==> config.mk <==
export PLATFORM = sky130hd
export DESIGN_NAME = ex_hazard_ctrl
export DESIGN_NICKNAME = d
export VERILOG_FILES = /design/src/rtl/ex_hazard_ctrl_pkg.sv /design/src/rtl/hazard_sat_counter.sv /design/src/rtl/ex_hazard_ctrl.sv
export SDC_FILE = /design/constraint.sdc
export NUM_CORES = 1
export LEC_CHECK = 0
export BUFFER_PORTS_ARGS = -buffer_cell sky130_fd_sc_hd__buf_2
export CAP_MARGIN = 15
export CORE_MARGIN = 2
export CORE_UTILIZATION = 52
export CTS_CLUSTER_SIZE = 24
export DETAILED_ROUTE_END_ITERATION = 6
export PLACE_DENSITY_LB_ADDON = 0.12
export SETUP_SLACK_MARGIN = 0.4
export SYNTH_ARGS = -nofsm -noshare
export SYNTH_HDL_FRONTEND = slang
export SYNTH_SLANG_ARGS = --single-unit
==> constraint.sdc <==
create_clock -name CLK -period 2.4 [get_ports CLK]
set_clock_uncertainty 0.2 [all_clocks]
set_input_delay 0.48 -clock CLK [delete_from_list [all_inputs] [get_ports CLK]]
set_output_delay 0.48 -clock CLK [all_outputs]
set_load 0.005 [all_outputs]
==> src/rtl/ex_hazard_ctrl_pkg.sv <==
// Shared definitions for the EX-stage hazard controller of the RISC-TOY pipeline.
package ex_hazard_ctrl_pkg;

  localparam int unsigned REG_W_DEFAULT = 5;

  // RISC-TOY 5-bit opcodes.
  typedef enum logic [4:0] {
    ADDI = 5'd0,
    ANDI = 5'd1,
    ORI  = 5'd2,
    MOVI = 5'd3,
    ADD  = 5'd4,
    SUB  = 5'd5,
    NEG  = 5'd6,
    NOT  = 5'd7,
    AND  = 5'd8,
    OR   = 5'd9,
    XOR  = 5'd10,
    LSR  = 5'd11,
    ASR  = 5'd12,
    SHL  = 5'd13,
    ROR  = 5'd14,
    BR   = 5'd15,
    BRL  = 5'd16,
    J    = 5'd17,
    JL   = 5'd18,
    LD   = 5'd19,
    LDR  = 5'd20,
    ST   = 5'd21,
    STR  = 5'd22
  } opcode_e;

  // EX operand mux source selects.
  typedef enum logic [1:0] {
    FWD_RF    = 2'd0,
    FWD_EXMEM = 2'd1,
    FWD_MEMWB = 2'd2
  } fwd_sel_e;

  // Newest producer wins: the instruction currently in EX beats the one in MEM.
  function automatic fwd_sel_e pick_fwd(input logic ex_hit, input logic mem_hit);
    if (ex_hit)
      return FWD_EXMEM;
    else if (mem_hit)
      return FWD_MEMWB;
    else
      return FWD_RF;
  endfunction

endpackage

==> src/rtl/hazard_sat_counter.sv <==
// Saturating up-counter used for the stall/flush debug counters.
module hazard_sat_counter #(
  parameter int unsigned CNT_W = 16
) (
  input  logic             clk,
  input  logic             rst_n,
  input  logic             inc,
  output logic [CNT_W-1:0] count
);

  // Count qualifying cycles, holding at all-ones.
  always_ff @(posedge clk or negedge rst_n) begin
    if (!rst_n)
      count <= '0;
    else if (inc && (count != '1))
      count <= count + CNT_W'(1);
  end

endmodule

==> src/rtl/ex_hazard_ctrl.sv <==
// EX-stage hazard controller: shadow EX/MEM/WB destination tags, load-use
// stall, taken-branch flush, registered forwarding selects, debug counters.
module ex_hazard_ctrl
  import ex_hazard_ctrl_pkg::*;
#(
  parameter int unsigned REG_W = REG_W_DEFAULT,
  parameter int unsigned CNT_W = 16
) (
  input  logic             CLK,
  input  logic             RSTN,
  input  logic             id_valid,
  input  logic [REG_W-1:0] id_src1,
  input  logic             id_src1_en,
  input  logic [REG_W-1:0] id_src2,
  input  logic             id_src2_en,
  input  logic [REG_W-1:0] id_dst,
  input  logic             id_dst_en,
  input  logic             id_is_load,
  input  logic             ex_br_taken,
  output logic             stall,
  output logic             flush_ifid,
  output logic             ex_valid,
  output logic [1:0]       fwd_sel1,
  output logic [1:0]       fwd_sel2,
  output logic [CNT_W-1:0] stall_cnt,
  output logic [CNT_W-1:0] flush_cnt
);

  // Shadow pipeline entries
  logic             ex_v, ex_dst_en, ex_ld;
  logic [REG_W-1:0] ex_dst;
  logic             mem_v, mem_dst_en;
  logic [REG_W-1:0] mem_dst;
  logic             wb_v, wb_dst_en;
  logic [REG_W-1:0] wb_dst;

  fwd_sel_e fwd1_q, fwd2_q;
  fwd_sel_e fwd1_d, fwd2_d;

  logic ex_hit1, ex_hit2, mem_hit1, mem_hit2;
  logic load_use, take_id;

  // The WB entry retires this edge and the regfile write is visible in ID,
  // so it is tracked but never a forwarding source.
  logic wb_unused;
  assign wb_unused = ^{wb_v, wb_dst_en, wb_dst};

  // Hazard detection and next forwarding selects for the instruction in ID.
  always_comb begin
    ex_hit1  = ex_v & ex_dst_en & (ex_dst == id_src1);
    ex_hit2  = ex_v & ex_dst_en & (ex_dst == id_src2);
    mem_hit1 = mem_v & mem_dst_en & (mem_dst == id_src1);
    mem_hit2 = mem_v & mem_dst_en & (mem_dst == id_src2);

    flush_ifid = ex_v & ex_br_taken;
    load_use   = id_valid & ex_ld & ((id_src1_en & ex_hit1) | (id_src2_en & ex_hit2));
    // A flushed dependent is squashed anyway, so flush wins over stall.
    stall      = load_use & ~flush_ifid;
    take_id    = id_valid & ~flush_ifid & ~stall;

    fwd1_d = FWD_RF;
    fwd2_d = FWD_RF;
    if (take_id && id_src1_en)
      fwd1_d = pick_fwd(ex_hit1, mem_hit1);
    if (take_id && id_src2_en)
      fwd2_d = pick_fwd(ex_hit2, mem_hit2);
  end

  // Advance the shadow pipeline and register the forwarding selects.
  always_ff @(posedge CLK or negedge RSTN) begin
    if (!RSTN) begin
      ex_v       <= 1'b0;
      ex_dst     <= '0;
      ex_dst_en  <= 1'b0;
      ex_ld      <= 1'b0;
      mem_v      <= 1'b0;
      mem_dst    <= '0;
      mem_dst_en <= 1'b0;
      wb_v       <= 1'b0;
      wb_dst     <= '0;
      wb_dst_en  <= 1'b0;
      fwd1_q     <= FWD_RF;
      fwd2_q     <= FWD_RF;
    end else begin
      wb_v       <= mem_v;
      wb_dst     <= mem_dst;
      wb_dst_en  <= mem_dst_en;
      mem_v      <= ex_v;
      mem_dst    <= ex_dst;
      mem_dst_en <= ex_dst_en;
      ex_v       <= take_id;
      ex_dst     <= id_dst;
      ex_dst_en  <= id_dst_en & take_id;
      ex_ld      <= id_is_load & take_id;
      fwd1_q     <= fwd1_d;
      fwd2_q     <= fwd2_d;
    end
  end

  assign ex_valid = ex_v;
  assign fwd_sel1 = fwd1_q;
  assign fwd_sel2 = fwd2_q;

  hazard_sat_counter #(.CNT_W(CNT_W)) u_stall_cnt (
    .clk   (CLK),
    .rst_n (RSTN),
    .inc   (stall),
    .count (stall_cnt)
  );

  hazard_sat_counter #(.CNT_W(CNT_W)) u_flush_cnt (
    .clk   (CLK),
    .rst_n (RSTN),
    .inc   (flush_ifid),
    .count (flush_cnt)
  );

endmodule

==> parameters.txt, run 1 <==
Parameter                              Value

Finish
  Synthesis-to-finish area growth ... 36.27%
  Antenna cells ... 0
  Number of nets at the end of the flow ... between 300 and 400
  Non-Filler Cell Area, Final ... about 3100 um^2
  Final-layout fill cell count ... 280
  Fraction of layout instances using a drive strength above 1 ... 0.4301

Critical path
  Crit. End Element ... output pin
  Reg-to-reg startpoint ... ex_dst[1]
  Crit path arrival time ... between 1500 and 2000 ps
  Worst path cell trace ... xor2_2, nor4_4, nand3_2, buf_6, a21oi_2, buf_2
  Reg-to-reg slack, setup ... -10 ps
  Slowest CP cell ... sky130_fd_sc_hd__dfrtp_2
  Worst path max stage delay ... 480 ps
  Capturing point of the worst reg2reg path ... u_stall_cnt.count[1]
  Required time at the worst-slack endpoint ... ~1700 ps
  Worst-path fanout max ... 3
  Startpoint-to-endpoint class of the critical path ... reg -> out
  Critical path startpoint category ... register
  Reg2Reg Depth ... 8

Timing
  Actual slew at the worst max-slew pin ... ~660 ps
  Setup repair after global routing missed its margin ... yes
  Maximum clock frequency ... 402.6 MHz
  Final min period ... around 2500 ps
  Final critical-path share of the clock period ... 1.035
  Number of hold-slack violations in the final timing report ... 15
  Setup TNS ... -96.08 ps
  Max Transition Viols Final ... 0
  Max-slew headroom ... 0.5628
  Setup-violating endpoint count in the final report ... 2
  Min Hold Slack ... -9.392 ps
  Worst Slack Setup Final ... -83.89 ps

Logic synthesis
  Number of library cell types mapped by synthesis ... 26
  Largest area contributor in the netlist ... sky130_fd_sc_hd__dfrtp_1
  Share of synthesized registers carrying an async set or reset ... 1.000
  Synth top cells by count ... sky130_fd_sc_hd__dfrtp_1 (51), sky130_fd_sc_hd__xnor2_1 (28), sky130_fd_sc_hd__xor2_1 (22)
  Number of synthesized flops with an enable pin ... 0
  Ys Warns ... 0
  Post-synthesis instance area ... 2260 um^2
  Commonest register cell after synthesis ... sky130_fd_sc_hd__dfrtp_1
  Top cells by area, synth ... sky130_fd_sc_hd__dfrtp_1 (56%), sky130_fd_sc_hd__xnor2_1 (11%), sky130_fd_sc_hd__xor2_1 (8.5%)
  Sequential element share of the synthesized area ... 0.5648
  Number of standard cells after synthesis ... between 150 and 200
  Post-synth net total ... roughly 210
  Avg Synthesized Cell Area ... 12.02 um^2
  Library cell with the highest instance count after synthesis ... sky130_fd_sc_hd__dfrtp_1
  Share of the synthesized area in the top cell type ... 0.5648
  Flip-flop and latch count after synthesis ... slightly above 50

CTS
  Clock sinks ... a little over 50
  Maximum clock insertion buffer count ... 2
  CTS tree ... done
  Htree depth ... 2
  Clock network latency to the later pin of the worst-skew pair ... approximately 310 ps
  Cts bufs inserted ... 5
  Root Driver ... sky130_fd_sc_hd__clkbuf_8
  Clock transition at the registers of the reported paths ... roughly 90 ps

Die
  Standard cell core area ... just over 4000 um^2
  Starting density of the core ... 0.5530
  Row count ... 23
  Die Span Y ... roughly 70 um
  Area of the die ... around 5000 um^2
  I/O pin total ... 62
  Die width ... 69.92 um

Placed design
  Detailed placer's ending HPWL ... roughly 3200 um
  Number of input and output port buffers inserted ... around 60
  GP Congestion ... 0.7638
  Total cell area at the placement stage ... between 2000 and 3000 um^2

Routing
  Drt wl/cell ... 14.07 um
  Vias after detailed routing ... 1,732
  Remaining DRCs ... 0
  Initial detailed-routing violation count ... 53
  Iteration count of the initial detailed-routing pass ... 4
  Final wirelength ... approximately 4700 um
  Per-cell via count in the routed design ... between 5 and 6
  Antenna violation net count after detailed routing ... 0

Outcome
  Failing checks ... negative hold slack, negative setup slack
  Result of the run ... complete, but fails checks

Global route
  GR Overflow Total ... 0
  Pin count of the biggest net entering global routing ... 31
  Via count of the first global-routing pass ... ~1,700
  Antenna violations before repair ... 0
  Wire length of the first global-routing pass ... 7838 um
  Gr usage total ... 0.2025

Power
  Largest vdd supply drop ... 0.5653 mV
  Power per Cell Area ... 558.4 nW/um^2
  Leak pwr ... about 0.0015 uW

Worst hold path
  Hold crit path type ... in -> async

Run
  Max-capacitance violation count ... 0
worst max-delay path: cells and delay by family (launching register included):
| kind | cells | cell delay, ps |
|---|---|---|
| DFF | 1 | 480 |
| xor gates and xnor gates | 1 | 180 |
| and+or+nand+nor | 2 | 460 |
| buffers and inverters | 2 | 270 |
| AOI/OAI and AO/OA | 1 | 100 |
logic make-up (layout without fill, tap and decap cells):
family | count (synthesis) | in the layout | synth area share
AO/OA/AOI/OAI | 6 | 6 | 0.02270
XOR/XNOR | 50 | 50 | 0.1938
adder cells (fa/ha/maj) | 2 | 2 | 0.01107
buffers and inverters | 4 | 102 | 0.01052
flip-flops | 51 | 51 | 0.5648
multiplexers | 2 | 2 | 0.009966
AND/OR/NAND/NOR | 73 | 73 | 0.1872
through the flow:
step	util	total power, uW	setup WS (ps)	std cells
final	0.7535	1719	-83.89	336
after global routing	0.7535	1815	-173.5	336
after CTS	0.7275	1724	-119.8	325
after detailed placement	0.6730	1218	-8.708	306
after global placement	0.6730	1210	1.417	306
after floorplan	-	1099	217.6	188
final cells by class:
cell class	instances	area, um^2	area share
flip-flops and latches	51	1279	0.4153
multi-input cells	133	1056	0.3429
repair buffers	92	581.8	0.1889
clock buffers	5	68.82	0.02235
well taps	50	62.56	0.02032
clock inverters	3	23.77	0.007720
inverters	2	7.507	0.002438
report_power, final:
part	internal (uW)	switching [uW]
logic	119	114
registers	914	65.7
clock network	211	295
sequential cells by signal, indices dropped and copies added, names as in the netlist, 2 cells and up:
name,count
u_stall_cnt.count,16
u_flush_cnt.count,16
ex_dst,5
fwd_sel2,2
mem_dst,5
fwd_sel1,2
metal layers:
metal	GRT usage	part of all wire
met5	0	0
met4	0.06838	0.012
met3	0.05628	0.052
met2	0.3259	0.48
met1	0.2653	0.46
worst max path at each step:
stage               start                    end  slack, ps  cells past startpoint
3_5_place_dp   id_src1[1]                  stall         -9                      7
6_report        ex_dst[1]                  stall        -80                      6
4_1_cts         ex_dst[1]                  stall       -120                      6
3_3_place_gp   id_src1[1]                  stall          1                      7
2_1_floorplan   ex_dst[1]  u_stall_cnt.count[11]        220                      7
5_1_grt         ex_dst[1]                  stall       -170                      6
cells in the final DEF (no fill, tap or decap), types with 2 or more instances in the layout:
cell type | synthesis | layout
sky130_fd_sc_hd__buf_2 | 1 | 61
sky130_fd_sc_hd__dfrtp_1 | 51 | 49
sky130_fd_sc_hd__xnor2_1 | 28 | 28
sky130_fd_sc_hd__buf_4 | 0 | 26
sky130_fd_sc_hd__xor2_1 | 22 | 19
sky130_fd_sc_hd__nand2_1 | 17 | 17
sky130_fd_sc_hd__nand4_1 | 14 | 14
sky130_fd_sc_hd__nor2_1 | 7 | 7
sky130_fd_sc_hd__nand3_2 | 1 | 7
sky130_fd_sc_hd__nand3_1 | 12 | 6
sky130_fd_sc_hd__clkbuf_8 | 0 | 5
sky130_fd_sc_hd__nor3_1 | 4 | 4
sky130_fd_sc_hd__and2_1 | 4 | 4
sky130_fd_sc_hd__and4_1 | 5 | 3
sky130_fd_sc_hd__and3_1 | 3 | 3
sky130_fd_sc_hd__buf_6 | 1 | 3
sky130_fd_sc_hd__inv_1 | 2 | 2
sky130_fd_sc_hd__xor2_2 | 0 | 2
sky130_fd_sc_hd__nor4_4 | 1 | 2
sky130_fd_sc_hd__a21oi_1 | 3 | 2
sky130_fd_sc_hd__nor4_1 | 2 | 2
sky130_fd_sc_hd__mux2_2 | 2 | 2
sky130_fd_sc_hd__ha_1 | 2 | 2
sky130_fd_sc_hd__dfrtp_2 | 0 | 2
timing repair:
item                                    4_1_cts  5_1_grt
pin swaps                                     6        7
cloned                                        1        0
setup buffers                                10       11
endpoints found under the setup margin       28       27
hold buffers                                  0        0
gates resized for setup                       8        6
Note: power is estimated with default switching activity, not from simulation.
==> run 2, diff against run 1 <==
- CORE_UTILIZATION: 52 -> 53
- SKIP_LAST_GASP: unset -> 1
- SYNTH_HIERARCHICAL: unset -> 1
==> parameters.txt, run 2 <==
Parameter                              Value

Routing
  Remaining DRCs ... 0
  Wl on met1 ... roughly 2700 um
  Total met2 wirelength after detailed routing ... around 2700 um
  Final wirelength ... between 5000 and 6000 um
  WL met3 ... between 200 and 300 um
  Initial detailed-routing violation count ... ~120
  Iteration count of the initial detailed-routing pass ... 4
  Vias after detailed routing ... roughly 2,100
  Antenna violation net count after detailed routing ... 0
  Highest metal used ... met4
  Per-cell via count in the routed design ... between 5 and 6
  Drt wl/cell ... roughly 16 um

CTS
  Cts bufs inserted ... 5
  Htree depth ... 2
  Maximum clock insertion buffer count ... 2
  Clock sinks ... 51
  Clock transition at the registers of the reported paths ... about 90 ps
  Clock network latency to the later pin of the worst-skew pair ... approximately 300 ps
  CTS tree ... done
  Root Driver ... sky130_fd_sc_hd__clkbuf_8

Critical path
  Worst-path fanout max ... 2
  Slowest CP cell ... sky130_fd_sc_hd__or4_4
  CP most frequent cell ... sky130_fd_sc_hd__buf_6
  Crit. End Element ... register
  Cell family contributing the most delay on the critical path ... simple AND/OR/NAND/NOR gates
  Buffers plus inverters on the worst setup path ... 5
  Worst path cell trace ... xor2_1, or4_4, nor2_4, o21a_2, and2b_2, buf_6, buf_6, buf_6, buf_6, buf_6, nand4_1, a21oi_2, xor2_1
  Required time at the worst-slack endpoint ... ~2400 ps
  Critical path startpoint category ... register
  Logic depth of the worst setup path including buffers ... 13
  Worst path max stage delay ... 540 ps
  Reg2Reg Depth ... 13
  Crit path arrival time ... 2770 ps
  Startpoint-to-endpoint class of the critical path ... reg -> reg

Global route
  Pin count of the biggest net entering global routing ... 33
  Gr usage total ... 0.2346
  Wire length of the first global-routing pass ... between 9000 and 10,000 um
  Via count of the first global-routing pass ... 2,025
  Antenna violations before repair ... 0
  GR Overflow Total ... 0

Worst hold path
  Hold crit path type ... in -> reg
  Hold path depth ... 1

Die
  Standard cell core area ... ~4700 um^2
  Starting density of the core ... 0.5439
  I/O pin total ... slightly above 60
  Die width ... 73.16 um
  Area of the die ... ~5400 um^2
  Row count ... 25
  Die Span Y ... between 70 and 80 um

Logic synthesis
  Post-synthesis instance area ... between 2000 and 3000 um^2
  Flip-flop and latch count after synthesis ... between 50 and 60
  Top cells by area, synth ... sky130_fd_sc_hd__dfrtp_1 (50%), sky130_fd_sc_hd__xnor2_1 (7.6%), sky130_fd_sc_hd__nand4_1 (4.4%)
  Share of the synthesized area in the top cell type ... 0.5035
  Synth top cells by count ... sky130_fd_sc_hd__dfrtp_1 (51), sky130_fd_sc_hd__xnor2_1 (22), sky130_fd_sc_hd__nand4_1 (18)
  Share of synthesized registers carrying an async set or reset ... 1.000
  Sequential element share of the synthesized area ... 0.5035
  Library cell with the highest instance count after synthesis ... sky130_fd_sc_hd__dfrtp_1
  Post-synth net total ... 235
  Ys Warns ... 6
  Commonest register cell after synthesis ... sky130_fd_sc_hd__dfrtp_1
  Avg Synthesized Cell Area ... between 10 and 15 um^2
  Number of synthesized flops with an enable pin ... 0
  Largest area contributor in the netlist ... sky130_fd_sc_hd__dfrtp_1
  Number of standard cells after synthesis ... 210
  Number of library cell types mapped by synthesis ... 38

Timing
  Final critical-path share of the clock period ... 1.140
  Worst Slack Setup Final ... -335.2 ps
  Final min period ... 2735 ps
  Max Transition Viols Final ... 0
  Setup TNS ... -3538 ps
  Max-slew headroom ... 0.6661
  Setup repair after global routing missed its margin ... yes
  Number of hold-slack violations in the final timing report ... 0
  Maximum clock frequency ... 365.6 MHz
  Min Hold Slack ... roughly 73 ps
  Actual slew at the worst max-slew pin ... 500.9 ps
  Setup-violating endpoint count in the final report ... 17

Finish
  Commonest non-fill, non-tap cell in the layout ... sky130_fd_sc_hd__buf_2
  Number of nets at the end of the flow ... 340
  Synthesis-to-finish area growth ... 34.90%
  Commonest cells after routing, fill and taps aside ... sky130_fd_sc_hd__buf_2 (60), sky130_fd_sc_hd__dfrtp_1 (51), sky130_fd_sc_hd__buf_4 (27), sky130_fd_sc_hd__xnor2_1 (22), sky130_fd_sc_hd__nand4_1 (18)
  Antenna cells ... 0
  Fraction of layout instances using a drive strength above 1 ... 0.4399
  Largest registers ... u_flush_cnt/count: 16 flops, u_stall_cnt/count: 16 flops

Power
  Leak pwr ... 0.001697 uW
  Power per Cell Area ... about 550 nW/um^2
  Largest vdd supply drop ... about 0.35 mV

Run
  Max-capacitance violation count ... 0

Placed design
  GP Congestion ... a little over 0.8
  Number of input and output port buffers inserted ... 61
  Detailed placer's ending HPWL ... around 4000 um

Outcome
  Result of the run ... complete, but fails checks
  Failing checks ... negative setup slack
## run 2: cell count changes after synthesis, sizes merged, moves of 3 or more
cell / change
nand4: +8
and2: -3
nor3b: +3
a21oi: +5
o21a: +10
nand2: -6
a31oi: +6
xnor2: -6
xor2: -10
## run 2: logic make-up (layout without fill, tap and decap cells)
family	count (synthesis)	after routing	synth area share
xor gates and xnor gates	34	34	0.1175
buffers and inverters	1	107	0.001479
DFF	51	51	0.5035
adders and majority gates	2	2	0.009870
AOI/OAI and AO/OA	35	35	0.1041
muxes	2	2	0.008884
and+or+nand+nor	85	85	0.2547
## run 2: layout make-up
cell class	count	area, um^2
fill	321	1241
multi-input combinational	158	1313
clock buffer	6	82.58
tap	54	67.56
clock inverter	2	35.03
timing repair buffer	99	645.6
sequential	51	1276
## run 2: repair_timing
item	CTS	global route
pin swaps	8	7
resized for setup	13	9
hold endpoints to repair	19	0
cloned	0	0
hold buffers	1	0
setup endpoints to repair	17	20
setup buffers	7	2
## run 2: final timing paths
path / startpoint / end / slack (ps)
min in group asynchronous: RSTN / ex_dst[3] / 470
worst min-delay path: id_dst[4] / ex_dst[4] / 70
max in group asynchronous: RSTN / u_flush_cnt/count[6] / 1000
worst max register to register: ex_dst[0] / u_stall_cnt/count[4] / -340
worst min register to register: ex_dst_en / mem_dst_en / 170
worst max-delay path: ex_dst[0] / u_stall_cnt/count[4] / -340
## run 2: report_power, final
part | switching [uW] | leakage [uW] | internal, uW
clock | 290 | 0.0000612 | 338
sequential | 84.7 | 0.000675 | 915
combinational | 126 | 0.000961 | 132
total | 501 | 0.00170 | 1390
## run 2: per-layer routing
metal / vias up / global-route usage
li1: 1011 / -
met1: 1018 / 0.3315
met2: 67 / 0.3674
met3: 8 / 0.04558
met4: 0 / 0.06996
met5: - / 0
## run 2: per-stage QoR
step,cell area [um^2],power (uW),instances,util,worst slack [ps]
2_1_floorplan,2546,1118,210,-,-152.3
3_3_place_gp,3138,1258,352,0.6733,-272.2
3_5_place_dp,3138,1267,352,0.6733,-316.0
4_1_cts,3374,1891,368,0.7240,-298.1
5_1_grt,3420,1976,370,0.7337,-431.1
6_report,3420,1886,370,0.7337,-335.2
